[src/rtl/binary_gcd_engine.sv]
// ---------------------------------------------------------------------------
// binary_gcd_engine
//
// Purpose:
//   Computes gcd(OPA, OPB) with the binary (Stein) algorithm. Operands and
//   results are exchanged through a small Avalon-MM CSR block. The engine
//   first strips common factors of two, then reduces the odd parts by
//   shifting and subtracting, and restores the stripped factors at the end.
//
// Ports:
//   clock          system clock, rising edge
//   reset          synchronous, active-high reset
//   csr_read       Avalon-MM read strobe
//   csr_write      Avalon-MM write strobe
//   csr_address    word address (0..7)
//   csr_writedata  write data
//   csr_readdata   registered read data, 1-cycle latency, held between reads
//   irq            level interrupt, irq_en & (done | zero_err)
//
// Register map (word addresses):
//   0 CTRL   bit0 busy (RO), bit1 done (W1C), bit2 zero_err (W1C), bit8 irq_en
//   1 OPA    2 OPB    3 START (WO)    4 RESULT    5 CYCLES    6 PARAM
//   7 constant 32'hDEADBEEF
//
// FSM states:
//   state  | meaning
//   IDLE   | waiting for a START write
//   STRIP  | removing common factors of two, counting them in k
//   REDUCE | shrinking the odd parts until a == b
//   DONE   | one cycle; publishes RESULT and raises the sticky flags
// ---------------------------------------------------------------------------
module binary_gcd_engine #(
    parameter int WIDTH = 32
) (
    input  logic        clock,
    input  logic        reset,
    input  logic        csr_read,
    input  logic        csr_write,
    input  logic [2:0]  csr_address,
    input  logic [31:0] csr_writedata,
    output logic [31:0] csr_readdata,
    output logic        irq
);

    localparam int KW = $clog2(WIDTH) + 1;

    localparam logic [2:0] ADDR_CTRL   = 3'd0;
    localparam logic [2:0] ADDR_OPA    = 3'd1;
    localparam logic [2:0] ADDR_OPB    = 3'd2;
    localparam logic [2:0] ADDR_START  = 3'd3;
    localparam logic [2:0] ADDR_RESULT = 3'd4;
    localparam logic [2:0] ADDR_CYCLES = 3'd5;
    localparam logic [2:0] ADDR_PARAM  = 3'd6;
    localparam logic [2:0] ADDR_MAGIC  = 3'd7;

    typedef enum logic [1:0] {
        IDLE   = 2'd0,
        STRIP  = 2'd1,
        REDUCE = 2'd2,
        DONE   = 2'd3
    } state_t;

    state_t             state_q,    state_d;
    logic [WIDTH-1:0]   opa_q,      opa_d;
    logic [WIDTH-1:0]   opb_q,      opb_d;
    logic [WIDTH-1:0]   a_q,        a_d;
    logic [WIDTH-1:0]   b_q,        b_d;
    logic [KW-1:0]      k_q,        k_d;
    logic [WIDTH-1:0]   gcd_q,      gcd_d;
    logic [WIDTH-1:0]   result_q,   result_d;
    logic [15:0]        cycles_q,   cycles_d;
    logic               done_q,     done_d;
    logic               zero_err_q, zero_err_d;
    logic               irq_en_q,   irq_en_d;
    logic [31:0]        rdata_q,    rdata_d;

    logic               busy;
    logic               wr_ctrl;
    logic               wr_opa;
    logic               wr_opb;
    logic               wr_start;
    logic [15:0]        cycles_inc;

    // Only the low WIDTH bits and a few CTRL bits of the write bus are used.
    logic               unused_wdata;
    assign unused_wdata = &{1'b0, csr_writedata};

    function automatic logic [31:0] zext(input logic [WIDTH-1:0] val);
        logic [31:0] r;
        r            = '0;
        r[WIDTH-1:0] = val;
        return r;
    endfunction

    always_comb begin
        state_d    = state_q;
        opa_d      = opa_q;
        opb_d      = opb_q;
        a_d        = a_q;
        b_d        = b_q;
        k_d        = k_q;
        gcd_d      = gcd_q;
        result_d   = result_q;
        cycles_d   = cycles_q;
        done_d     = done_q;
        zero_err_d = zero_err_q;
        irq_en_d   = irq_en_q;
        rdata_d    = rdata_q;

        busy       = (state_q != IDLE);
        wr_ctrl    = csr_write && (csr_address == ADDR_CTRL);
        wr_opa     = csr_write && (csr_address == ADDR_OPA);
        wr_opb     = csr_write && (csr_address == ADDR_OPB);
        wr_start   = csr_write && (csr_address == ADDR_START);
        cycles_inc = (cycles_q == 16'hFFFF) ? cycles_q : cycles_q + 16'd1;

        // CTRL is handled before the FSM so a set in DONE overrides a
        // same-cycle W1C clear.
        if (wr_ctrl) begin
            irq_en_d = csr_writedata[8];
            if (csr_writedata[1]) begin
                done_d = 1'b0;
            end
            if (csr_writedata[2]) begin
                zero_err_d = 1'b0;
            end
        end

        if (wr_opa && !busy) begin
            opa_d = csr_writedata[WIDTH-1:0];
        end
        if (wr_opb && !busy) begin
            opb_d = csr_writedata[WIDTH-1:0];
        end

        case (state_q)
            IDLE: begin
                if (wr_start) begin
                    a_d      = opa_q;
                    b_d      = opb_q;
                    k_d      = '0;
                    cycles_d = '0;
                    if ((opa_q == '0) || (opb_q == '0)) begin
                        gcd_d   = opa_q | opb_q;
                        state_d = DONE;
                    end else begin
                        state_d = STRIP;
                    end
                end
            end

            STRIP: begin
                cycles_d = cycles_inc;
                if (!a_q[0] && !b_q[0]) begin
                    a_d = a_q >> 1;
                    b_d = b_q >> 1;
                    k_d = k_q + KW'(1);
                end else begin
                    state_d = REDUCE;
                end
            end

            REDUCE: begin
                cycles_d = cycles_inc;
                if (a_q == b_q) begin
                    gcd_d   = a_q << k_q;
                    state_d = DONE;
                end else if (!a_q[0]) begin
                    a_d = a_q >> 1;
                end else if (!b_q[0]) begin
                    b_d = b_q >> 1;
                end else if (a_q > b_q) begin
                    // Both odd here, so the difference is even and the
                    // next cycle always shifts it down.
                    a_d = a_q - b_q;
                end else begin
                    b_d = b_q - a_q;
                end
            end

            DONE: begin
                result_d = gcd_q;
                done_d   = 1'b1;
                if ((opa_q == '0) && (opb_q == '0)) begin
                    zero_err_d = 1'b1;
                end
                state_d = IDLE;
            end

            default: begin
                state_d = IDLE;
            end
        endcase

        if (csr_read) begin
            case (csr_address)
                ADDR_CTRL:   rdata_d = {23'd0, irq_en_q, 5'd0, zero_err_q, done_q, busy};
                ADDR_OPA:    rdata_d = zext(opa_q);
                ADDR_OPB:    rdata_d = zext(opb_q);
                ADDR_START:  rdata_d = 32'd0;
                ADDR_RESULT: rdata_d = zext(result_q);
                ADDR_CYCLES: rdata_d = {16'd0, cycles_q};
                ADDR_PARAM:  rdata_d = 32'(WIDTH);
                ADDR_MAGIC:  rdata_d = 32'hDEADBEEF;
            endcase
        end
    end

    always_ff @(posedge clock) begin
        if (reset) begin
            state_q    <= IDLE;
            opa_q      <= '0;
            opb_q      <= '0;
            a_q        <= '0;
            b_q        <= '0;
            k_q        <= '0;
            gcd_q      <= '0;
            result_q   <= '0;
            cycles_q   <= '0;
            done_q     <= 1'b0;
            zero_err_q <= 1'b0;
            irq_en_q   <= 1'b0;
            rdata_q    <= '0;
        end else begin
            state_q    <= state_d;
            opa_q      <= opa_d;
            opb_q      <= opb_d;
            a_q        <= a_d;
            b_q        <= b_d;
            k_q        <= k_d;
            gcd_q      <= gcd_d;
            result_q   <= result_d;
            cycles_q   <= cycles_d;
            done_q     <= done_d;
            zero_err_q <= zero_err_d;
            irq_en_q   <= irq_en_d;
            rdata_q    <= rdata_d;
        end
    end

    assign csr_readdata = rdata_q;
    assign irq          = irq_en_q & (done_q | zero_err_q);

endmodule
[config.mk]
export PLATFORM = sky130hd
export DESIGN_NAME = binary_gcd_engine
export DESIGN_NICKNAME = d
export VERILOG_FILES = /design/src/rtl/binary_gcd_engine.sv
export SDC_FILE = /design/constraint.sdc
export NUM_CORES = 1
export LEC_CHECK = 0
export ABC_AREA = 1
export CORE_ASPECT_RATIO = 0.9
export CORE_UTILIZATION = 45
export CTS_CLUSTER_SIZE = 20
export DETAILED_ROUTE_END_ITERATION = 12
export PLACE_DENSITY = 0.59
export SLEW_MARGIN = 20
export SYNTH_ARGS = -nofsm -noshare
export SYNTH_HDL_FRONTEND = slang
export SYNTH_SLANG_ARGS = --single-unit
[constraint.sdc]
create_clock -name clock -period 2.8 [get_ports clock]
set_input_delay 0.42 -clock clock [delete_from_list [all_inputs] [get_ports clock]]
set_output_delay 0.42 -clock clock [all_outputs]
set_load 0.01 [all_outputs]
==> summary by stage <==
Run status
The flow ran to the end, and the final reports show no timing, DRC or antenna violations.

Placed design
Detailed placement finished with a half-perimeter wire length of around 54 mm. The post-detailed-placement cell area is slightly below 0.02 mm^2. Port buffering added between 70 and 80 buffers. The routability congestion estimate is 0.9549.

Routing
The ratio of routed vias to standard cells is between 5 and 6. For this run, design rule violations remaining after detail routing come to 0. After detailed routing, the average wire length per cell comes to ~20 um. The routed wire length is between 60 and 70 mm. After the first detailed-routing iteration, the DRC count stood at between 2,000 and 2,500. The total vias in the final route is between 15,000 and 20,000.

The number of routed nets with antenna violations is 0. The first detailed-routing pass ran for 5 iterations.

Floorplanning
The total number of placement rows is between 60 and 70. The effective utilization at floorplan is between 40% and 50%. The floorplan step set the die height to 189.7 um. The die covers roughly 0.040 mm^2.

The core region is between 0.03 and 0.04 mm^2. From left edge to right edge, the die measures about 210 um. The number of top-level pins is 72.

Global route
The initial antenna violation count is 0. The leftover overflow at the end of global routing is 0. The via count of the first global-routing pass came to ~18,000. The largest net degree at the start of global routing is a little over 90.

The first global-routing pass estimated 105.1 mm of wire. The total routing usage reported by global routing is about a third.

STA
The final setup violation count is 0. The final critical path takes up around 95% of the cycle. The highest attainable clock frequency is roughly 380 MHz. For the finished layout, the period the worst path requires is around 2700 ps.

The final count of pins violating max slew was 0. The hold violation count in the final report was 0. For the pin with the worst max-slew slack, the measured transition is ~890 ps. The worst slew margin relative to its limit is 40.06%. The final-layout setup total negative slack is 0 ps. On the final layout, the worst clock skew is between 20 and 30 ps.

Final layout
In the layout the commonest cells are 800 x sky130_fd_sc_hd__nand2_1, 338 x sky130_fd_sc_hd__inv_1, 308 x sky130_fd_sc_hd__nor2_1. The repair_antennas step left the layout with diodes totalling 0. The number of nets in the final layout is just over 3,000. The post-route cell area is between 0.02 and 0.025 mm^2. The fraction of final layout cells sized beyond drive strength 1 is between 7 and 8%. The layout has about 4,000 filler cells. Leaving out fill and tap cells, the most frequent cell in the layout is sky130_fd_sc_hd__nand2_1. The synthesis-to-finish area growth is 16.43%.

Pwr
The internal power is between 10 and 15 mW. The static leakage is between 9 and 10 nW. Combinational logic burns about two thirds of the power. Sequential cells account for between 10% and 20% of the total power. The maximum resistive drop on vdd is 0.0005323 V. Net switching is between 50% and 60% of the power. The total power is about 25 mW.

The analysis attributes to net switching a power of ~13 mW. The cell area power density is around 1200 mW/mm^2. Of the total power, the clock network draws around 15%.

Clock network
The cell sitting at the root of the clock tree is a sky130_fd_sc_hd__clkbuf_16. TritonCTS built the clock tree. The total CTS buffers is 28.

The clock reaches the later pin of the worst-skew pair after 570 ps. The tree built by TritonCTS fans out to around 250 sinks. The register clock-pin slew on the reported worst setup and hold paths is ~60 ps. The total setup buffers inserted after CTS is 0.

CTS built an H-tree with a depth of 1. The number of buffers between clock root and the deepest sink is 3.

Setup path
In this run the worst path has a maximum fanout of between 50 and 60. The worst path arrival time is slightly above 3000 ps. STA classifies the critical path startpoint as a flop. The worst setup path category is reg -> reg. The critical path endpoint category is a flop. The count of cells along the worst register-to-register path is 14. Data on the critical path is required at its endpoint by 3240 ps.

Synthesis
The post-synthesis area per instance is roughly 6.1 um^2. The post-synthesis cell area is 0.01761 mm^2. The share of the synthesized area in the top cell type is roughly 29%. Summed over all instances, the cell type with the most area after synthesis is sky130_fd_sc_hd__dfxtp_1.

By area the synthesized netlist is led by sky130_fd_sc_hd__dfxtp_1 29%, sky130_fd_sc_hd__nand2_1 17%, sky130_fd_sc_hd__o21ai_0 8.3%, sky130_fd_sc_hd__inv_1 7.2%, sky130_fd_sc_hd__a21oi_1 7.1%. The count of state elements after synthesis is roughly 250. The count of different cell masters after synthesis is 50. The number of synthesis warnings is 0. Of the synthesized area, sequential elements account for between 20 and 30%. The number of nets handed over by synthesis was roughly 3,000. The synthesized instance count is approximately 2,900.

Min path
The instance count along the most critical hold path is 4. The worst hold path belongs to the class in -> reg.

Flow run
Max-cap violations in this run came to 0.
[synthesized netlist by cell type (all sizes together)]
cell / instances
clkbuf: 105
xnor2: 3
nand3b: 5
mux2i: 11
o21bai: 33
nand3: 120
xor2: 29
a21o: 6
o211a: 1
inv: 346
a221oi: 1
o21a: 4
o2111ai: 11
a22oi: 17
fa: 2
nor4: 9
clkinv: 6
a31oi: 6
nand4: 31
ha: 71
o211ai: 30
o311ai: 1
a211oi: 7
buf: 33
nor2: 316
nor3: 25
or2: 6
nor3b: 3
dfxtp: 251
o22ai: 24
o221ai: 3
o21ai: 296
a21oi: 251
and3: 1
nand2b: 1
nand2: 830
and2: 3
[per-stage QoR]
step / hold WS, ps / worst slack, ps / utilization [%] / std cells
2_1_floorplan: 428.9 / 286.5 / - / 2898
6_report: 309.7 / 144.1 / 53.32 / 3531
3_5_place_dp: 444.1 / 29.18 / 50.57 / 3480
4_1_cts: 304.7 / 87.00 / 52.99 / 3529
5_1_grt: 349.6 / -43.02 / 53.32 / 3531
3_3_place_gp: 435.6 / 106.9 / 50.57 / 3480
[final timing paths]
check	from	end	slack, ps
min	reset	result_q[3]$_SDFFE_PP0P_	310
min reg2reg	gcd_q[25]$_SDFFE_PP0P_	result_q[25]$_SDFFE_PP0P_	450
max	b_q[0]$_SDFFE_PP0P_	gcd_q[17]$_SDFFE_PP0P_	140
max reg2reg	b_q[0]$_SDFFE_PP0P_	gcd_q[17]$_SDFFE_PP0P_	140
[area by class of cell]
class,count,area (um^2),area share [%]
Inverter,352,1324,6.456
Tap cell,525,656.9,3.204
Sequential cell,251,5029,24.53
Clock inverter,7,93.84,0.4577
Timing Repair Buffer,197,1824,8.897
Multi-Input combinational cell,2157,10740,52.39
Clock buffer,42,834.6,4.070
[sequential cells by signal, summed over array words and instances, names as in the netlist]
signal	count
a_q	32
gcd_q	32
state_q	2
zero_err_q	1
cycles_q	16
b_q	32
csr_readdata	32
k_q	6
opb_q	32
opa_q	32
done_q	1
irq_en_q	1
result_q	32
[timing repair]
action                     CTS  global route
setup endpoints to repair    0            72
hold buffers                 0             0
gates resized for setup      0            22
[power groups by stage]
stage	Clock (mW)	Combinational [mW]	Sequential, mW
after CTS	3.82	16.1	4.66
after global routing	3.96	18.4	4.74
after global placement	0	16.0	4.71
after floorplan	0	10.3	4.62
after detailed placement	0	16.0	4.73
final	3.80	16.8	4.68
[metal layers]
| layer | track usage [%] | up-vias | wire (um) |
|---|---|---|---|
| met5 | 0 | - | 0 |
| met4 | 6.745 | 0 | 1610 |
| met3 | 4.589 | 105 | 5086 |
| met2 | 54.10 | 757 | 30410 |
| met1 | 48.99 | 9227 | 32300 |
| li1 | - | 9584 | - |
[critical path: stages (launching register included)]
cell,delay [ps]
sky130_fd_sc_hd__dfxtp_1,350
sky130_fd_sc_hd__clkinv_1,100
sky130_fd_sc_hd__buf_4,220
sky130_fd_sc_hd__ha_1,320
sky130_fd_sc_hd__inv_1,140
sky130_fd_sc_hd__nand4_1,190
sky130_fd_sc_hd__nor2_1,160
sky130_fd_sc_hd__nand2_2,150
sky130_fd_sc_hd__a21oi_4,180
sky130_fd_sc_hd__inv_2,30
sky130_fd_sc_hd__nor2_1,120
sky130_fd_sc_hd__nand2_2,90
sky130_fd_sc_hd__buf_12,210
sky130_fd_sc_hd__nor2_1,160
sky130_fd_sc_hd__nor2_1,70
[cells by family (layout without fill, tap and decap cells)]
group / count (synthesis) / count (layout) / share of synthesized area (%)
multiplexers: 11 / 11 / 0.6253
flip-flops: 251 / 251 / 28.53
buffers and inverters: 490 / 598 / 10.90
adder cells (fa/ha/maj): 73 / 73 / 5.272
AND/OR/NAND/NOR: 1350 / 1350 / 31.38
XOR/XNOR: 32 / 32 / 1.592
AO/OA/AOI/OAI: 691 / 691 / 21.70
Power figures use the tool's default switching activity.
